--- config.mk ---
export PLATFORM = sky130hd
export DESIGN_NAME = serial_adder
export DESIGN_NICKNAME = d
export VERILOG_FILES = /design/src/rtl/adder_pkg.sv /design/src/rtl/fa_from_ha.sv /design/src/rtl/half_adder.sv /design/src/rtl/serial_adder.sv
export SDC_FILE = /design/constraint.sdc
export NUM_CORES = 1
export LEC_CHECK = 0
export BUFFER_PORTS_ARGS = -buffer_cell sky130_fd_sc_hd__buf_2
export CAP_MARGIN = 20
export CELL_PAD_IN_SITES_DETAIL_PLACEMENT = 0
export CELL_PAD_IN_SITES_GLOBAL_PLACEMENT = 1
export CORE_MARGIN = 5
export CORE_UTILIZATION = 44
export DETAILED_ROUTE_END_ITERATION = 10
export PLACE_DENSITY_LB_ADDON = 0.15
export SYNTH_ARGS = -nofsm -noshare
export SYNTH_HDL_FRONTEND = slang
export SYNTH_SLANG_ARGS = --single-unit
--- constraint.sdc ---
create_clock -name clk -period 1.75 [get_ports clk]
set_clock_uncertainty 0.2 [all_clocks]
set_input_delay 0.175 -clock clk [delete_from_list [all_inputs] [get_ports clk]]
set_output_delay 0.175 -clock clk [all_outputs]
set_load 0.05 [all_outputs]
--- src/rtl/adder_pkg.sv ---
// rtl/adder_pkg.sv - shared constants and state encoding for the serial adder
// Contents:
//   DEFAULT_WIDTH  default operand/result width
//   state_t        sequencer states IDLE/RUN/DONE
package adder_pkg;

  localparam int DEFAULT_WIDTH = 8;

  typedef enum logic [1:0] {
    IDLE = 2'd0,
    RUN  = 2'd1,
    DONE = 2'd2
  } state_t;

endpackage

--- src/rtl/fa_from_ha.sv ---
// rtl/fa_from_ha.sv - combinational 1-bit full adder from two half adders
// Ports:
//   a, b  in   operand bits
//   ci    in   carry in
//   s     out  sum bit
//   co    out  carry out (majority of a, b, ci)
module fa_from_ha (
  input  logic a,
  input  logic b,
  input  logic ci,
  output logic s,
  output logic co
);

  logic s1;
  logic c1;
  logic c2;

  half_adder u_ha0 (.a(a),  .b(b),  .s(s1), .c(c1));
  half_adder u_ha1 (.a(s1), .b(ci), .s(s),  .c(c2));

  // The two partial carries can never both be set, so OR equals majority.
  assign co = c1 | c2;

endmodule

--- src/rtl/half_adder.sv ---
// rtl/half_adder.sv - 1-bit half adder cell
// Ports:
//   a, b  in   operand bits
//   s     out  sum bit (a ^ b)
//   c     out  carry bit (a & b)
module half_adder (
  input  logic a,
  input  logic b,
  output logic s,
  output logic c
);

  assign s = a ^ b;
  assign c = a & b;

endmodule

--- src/rtl/serial_adder.sv ---
// rtl/serial_adder.sv - bit-serial WIDTH-bit adder with start/busy/done handshake
// Ports:
//   clk    in   clock, rising edge
//   rst_n  in   asynchronous active-low reset
//   start  in   request, honoured in IDLE or DONE
//   a, b   in   WIDTH-bit operands, captured on the accepting edge
//   cin    in   carry in, captured on the accepting edge
//   busy   out  high while bits are being processed
//   done   out  one-cycle completion pulse
//   sum    out  registered result, updated only on completion
//   cout   out  registered final carry, updated only on completion
module serial_adder
  import adder_pkg::*;
#(
  parameter int WIDTH = DEFAULT_WIDTH
) (
  input  logic             clk,
  input  logic             rst_n,
  input  logic             start,
  input  logic [WIDTH-1:0] a,
  input  logic [WIDTH-1:0] b,
  input  logic             cin,
  output logic             busy,
  output logic             done,
  output logic [WIDTH-1:0] sum,
  output logic             cout
);

  localparam int            CW   = (WIDTH > 1) ? $clog2(WIDTH) : 1;
  localparam logic [CW-1:0] LAST = CW'(WIDTH - 1);

  state_t           state;
  logic [WIDTH-1:0] a_sh;
  logic [WIDTH-1:0] b_sh;
  // The accumulator's LSB would only ever be shifted out, so just the
  // upper WIDTH-1 bits are kept; the newest bit arrives via acc_next.
  logic [WIDTH-2:0] acc_hi;
  logic             c;
  logic [CW-1:0]    cnt;

  logic             s;
  logic             co;
  logic [WIDTH-1:0] acc_next;

  fa_from_ha u_fa (
    .a (a_sh[0]),
    .b (b_sh[0]),
    .ci(c),
    .s (s),
    .co(co)
  );

  assign acc_next = {s, acc_hi};

  always_ff @(posedge clk or negedge rst_n) begin
    if (!rst_n) begin
      state  <= IDLE;
      a_sh   <= '0;
      b_sh   <= '0;
      acc_hi <= '0;
      c      <= 1'b0;
      cnt    <= '0;
      busy   <= 1'b0;
      done   <= 1'b0;
      sum    <= '0;
      cout   <= 1'b0;
    end else begin
      case (state)
        IDLE, DONE: begin
          done <= 1'b0;
          if (start) begin
            a_sh   <= a;
            b_sh   <= b;
            c      <= cin;
            cnt    <= '0;
            acc_hi <= '0;
            busy   <= 1'b1;
            state  <= RUN;
          end else begin
            state <= IDLE;
          end
        end
        RUN: begin
          a_sh   <= a_sh >> 1;
          b_sh   <= b_sh >> 1;
          c      <= co;
          acc_hi <= acc_next[WIDTH-1:1];
          if (cnt == LAST) begin
            // Reset the counter here so it never reaches WIDTH.
            cnt   <= '0;
            sum   <= acc_next;
            cout  <= co;
            busy  <= 1'b0;
            done  <= 1'b1;
            state <= DONE;
          end else begin
            cnt <= cnt + CW'(1);
          end
        end
        default: begin
          busy  <= 1'b0;
          done  <= 1'b0;
          state <= IDLE;
        end
      endcase
    end
  end

endmodule

* Word-level counts from Yosys, hierarchy flattened
Cells that the tools add are included. W data, S select, Z words.
Storage, ports and cells: output and inout bits 11, register bits 40, bits of input ports 20
Operators by class: add/subtract/negate cells 1, multiplexer cells 19, equality and inequality tests 5, reduce and logical (&&, ||, !) cells 6, bitwise gates (word level) 5
Operators by type and width (count):
- $pmux W8 S2 | 2
- $mux W8 | 2
- $pmux W7 S2 | 1
- $mux W7 | 1
- $mux W1 | 6
- $mux W3 | 2
- $pmux W3 S2 | 1
- $reduce_and A2 Y1 | 3
- $ne A2 B2 Y1 const B | 2
- $pmux W1 S2 | 2
- $pmux W2 S2 | 1
- $add A3 B1 Y3 const B | 1
- $eq A3 B3 Y1 const B | 1
- $and A1 B1 Y1 | 2
- $eq A2 B1 Y1 const B | 1
- $eq A2 B2 Y1 const B | 1
- $logic_not A2 Y1 | 1
- $mux W2 | 1
- $reduce_bool A2 Y1 | 1
- $reduce_or A2 Y1 | 1
- $xor A1 B1 Y1 | 2
- $or A1 B1 Y1 | 1

* Longest topological paths before layout
depth after elaboration 4, mapped depth 5

* Hierarchy
Synthesis repeated with hierarchy kept, for this count alone.
Second synthesis, totals: cells, all modules 154, area total of the unflattened synthesis 2049.5 um^2
By module, submodules not included:
- serial_adder | area an instance 2018.2 um^2, cells an instance 151, instances 1
- half_adder | area an instance 12.5 um^2, cells an instance 1, instances 2
- fa_from_ha | area an instance 6.3 um^2, cells an instance 1, instances 1

* Worst setup path before layout
No wires, ideal clock.
kind flip-flop to flip-flop, start point register cnt[0], end point register cnt[2], stages on the path, launching flop included 5, data arrival time 1282 ps, setup slack 147 ps, setup time 121 ps, clock period less this slack 1603 ps, cells stage by stage dfrtp_1 -> ha_1 -> ha_1 -> mux2_2 -> a22o_1
Between the ends: longest elaborated chain between the ends 3, elaborated cells between the ends (all ways) 4
Ends and longest elaborated chain:
- start: declaration | line serial_adder.sv:39 | logic [CW-1:0] cnt;
- start signal: assignment | line serial_adder.sv:97 | cnt <= cnt + CW'(1);
- $add A3 B1 Y3 or $eq A3 B3 Y1 (tied branches) | line serial_adder.sv:97, serial_adder.sv:88
- $mux W3 (*) | line serial_adder.sv:88 | if (cnt == LAST) begin
- $pmux W3 S2 (*) | line serial_adder.sv:68 | case (state)
Every way passes the cells marked *; elsewhere a longest branch is shown, timed or not. A chain may end at the register's enable or synchronous reset.

* Worst setup path after layout
Same ends and word-level chain as after synthesis.

==> results.txt <==
cells on worst reg2reg path - 4
layout filler cell count - 364
Synth Instances - 152
share of post-route cells with drive strength above 1 - 29.3%
endpoint of the worst-slack reg-to-reg timing path - cnt[2]
global-route wire length before repair - 6650 um
largest vdd supply drop - 0.914 mV
number of diodes added for antenna fixing - 0
die extent in y - 74.8 um
arrival time at the worst endpoint - 1.63 ns
number of vias per cell after detailed routing - 5.23
max-slew violations - 0
worst hold path cell count - 3
highest-delay cell along the critical path - sky130_fd_sc_hd__dfrtp_1
largest stage delay on the critical path - 0.40 ns
width of the die - 74.8 um
maximum achievable frequency - 605 MHz
final-report hold violation count - 0
largest net degree at the start of global routing - 28
clock net sink count - 40
area of the core - 4030 um2
Critical Path RT - 1.73 ns
number of levels the H-tree was split into - 2
max-capacitance violation count - 0
pwr/cell area - 1790 nW/um2
# setup viols final - 0
placer congestion estimate - 0.748
via count of the first global-routing pass - 1389
syn avg cell area - 12.1 um2
deepest clock path buffer count - 2
final non-filler cell area - 2360 um2
worst-case register-to-register setup slack - 0.1 ns
static power due to leakage - 0.00108 uW
post-layout utilization of the core - 58.6%
Setup crit end kind - flip-flop
final net count - 227
# hold bufs at CTS - 17
total negative setup slack - 0 ns
total gr overflow - 0
CP max FO - 3
area after detailed placement - 2080 um2
number of placement rows - 23
hold path startpoint - b[2]
Crit Reg-Reg Startpoint - cnt[0]
CTS tree - yes
most common cell after layout, fill and taps aside - sky130_fd_sc_hd__dfrtp_1
Slew headroom - 69.4%
unrepaired setup endpoints after global routing - no
nets in the synthesized netlist - 175
nature of the critical path startpoint - flip-flop
area of all sequential standard cells - 1000 um2
path class of the lowest-slack min-delay path - in -> reg
number of CTS-inserted buffers - 5
category of the most critical setup path - reg -> reg
final worst-path cycle share - 94.4%
flops & latches, synth - 40
full die area - 5590 um2
synthesized area - 1850 um2
global-route total usage across every layer - 15.4%
Yosys cell types - 28
setup slack of the critical path after layout - 0.0983 ns
most frequent cell on the critical path - sky130_fd_sc_hd__ha_1
count of warnings emitted by yosys - 0
number of vias after detailed routing - 1333
time the worst path needs with I/O delays and setup - 1.65 ns
minimum setup slack after placement - 0.111 ns
Detail Route Antenna Nets - 0
num ports - 31
transition time of the tightest slew-check pin - 0.459 ns
list of cells traversed by the critical path - ha_1 -> ha_1 -> mux2_2 -> a22o_1
Root Buffer - sky130_fd_sc_hd__clkbuf_8
iteration count of the initial detailed-routing pass - 4
number of buffers inserted by port buffering - 30
Total Power Consumption - 4230 uW
Hold Path End - b_sh[2]
area added between synthesis and finish - 27.8%
outcome - finished, final reports clean
most frequent cells in the layout - sky130_fd_sc_hd__dfrtp_1 (40), sky130_fd_sc_hd__buf_2 (30), sky130_fd_sc_hd__dlygate4sd3_1 (17)
number of design-rule violations left by the first detailed-router iteration - 39
post_cts resized - 0
insertion delay to the later sink of the worst-skew pair - 0.28 ns
DRC errors left - 0
clk slew on worst S/H paths - 0.07 ns
Setup Fix Bufs, Post-CTS - 0
Total Routed Length - 3650 um
share of synthesized area occupied by flip-flops and latches - 54.2%
initial antenna violation count - 0
area of combinational cells with multiple inputs - 779 um2
HPWL after detailed placement - 2590 um
detailed-route wire length per cell - 14.3 um
starting utilization of the core area - 45.8%
## power by group
| group | internal [uW] | switching [uW] | leakage, uW |
|---|---|---|---|
| registers | 1350 | 282 | 0.000488 |
| clock network | 423 | 302 | 0.0000552 |
| logic | 798 | 1070 | 0.000537 |
## registers in the layout, summed over array words and instances, names as in the netlist
register	count
b_sh	8
a_sh	8
done	1
sum	8
state	2
busy	1
acc_hi	7
cout	1
cnt	3
c	1
## kinds of logic (layout without fill, tap and decap cells)
kind of cell	Yosys count	after routing	share of synthesized area (%)
AOI/OAI and AO/OA	41	41	15.2
DFF	40	40	54.2
and+or+nand+nor	32	32	10.2
muxes	25	25	14.4
buffers and inverters	11	64	3.59
adders and majority gates	3	3	2.44
## metrics by stage
stage | hold slack [ns] | std cells
floorplan | -0.321 | 152
global placement | -0.0532 | 230
detailed placement | -0.0533 | 230
CTS | 0.000731 | 255
global route | 0.0212 | 255
finish | 0.000297 | 255
## final cells by class
type	count	area share (%)
timing repair buffer	55	17.2
clock buffer	6	3.08
clock inverter	2	1.48
multi-input combinational	101	33.0
tap	50	2.65
sequential	40	42.4
inverter	1	0.159
## synth_stat cells, drive strengths merged
library cell	number	area share, %
dfrtp	40	54
nor3	3	0.81
mux2i	13	7.0
clkbuf	4	0.88
nand2	3	1.0
inv	1	0.20
nor2	8	2.0
ha	2	1.4
a21oi	11	3.0
nand2b	2	0.68
a22oi	1	0.41
a21o	2	0.81
a211oi	11	4.5
mux2	12	7.3
o22ai	2	0.68
and2b	1	0.41
fa	1	1.1
nor2b	12	4.5
nand3	3	0.81
buf	6	2.5
o21ai	4	1.1
a22o	10	4.7
## critical path, delay by kind of cell, from the launching register on
kind / cells / cell delay, ns
mux: 1 / 0.26
fa+ha+maj: 2 / 0.46
compound gates: 1 / 0.22
flops: 1 / 0.40
## how the worst max path moves through the flow
stage / start / end / depth (start not counted)
2_1_floorplan: cnt[0] / cnt[2] / 4
3_3_place_gp: cnt[0] / cnt[2] / 4
3_5_place_dp: cnt[0] / cnt[2] / 4
4_1_cts: cnt[0] / cnt[2] / 4
5_1_grt: cnt[0] / sum[4] / 4
6_report: cnt[0] / cnt[2] / 4
## routing by layer
layer / vias to the layer above / share of wire (%) / track usage, %
met2: 26 / 45 / 22.6
met5: - / 0 / 0
met4: 0 / 1.3 / 4.35
met1: 647 / 50 / 22.5
li1: 654 / - / -
met3: 6 / 4.2 / 4.01
Note: power is estimated with default switching activity, not from simulation.
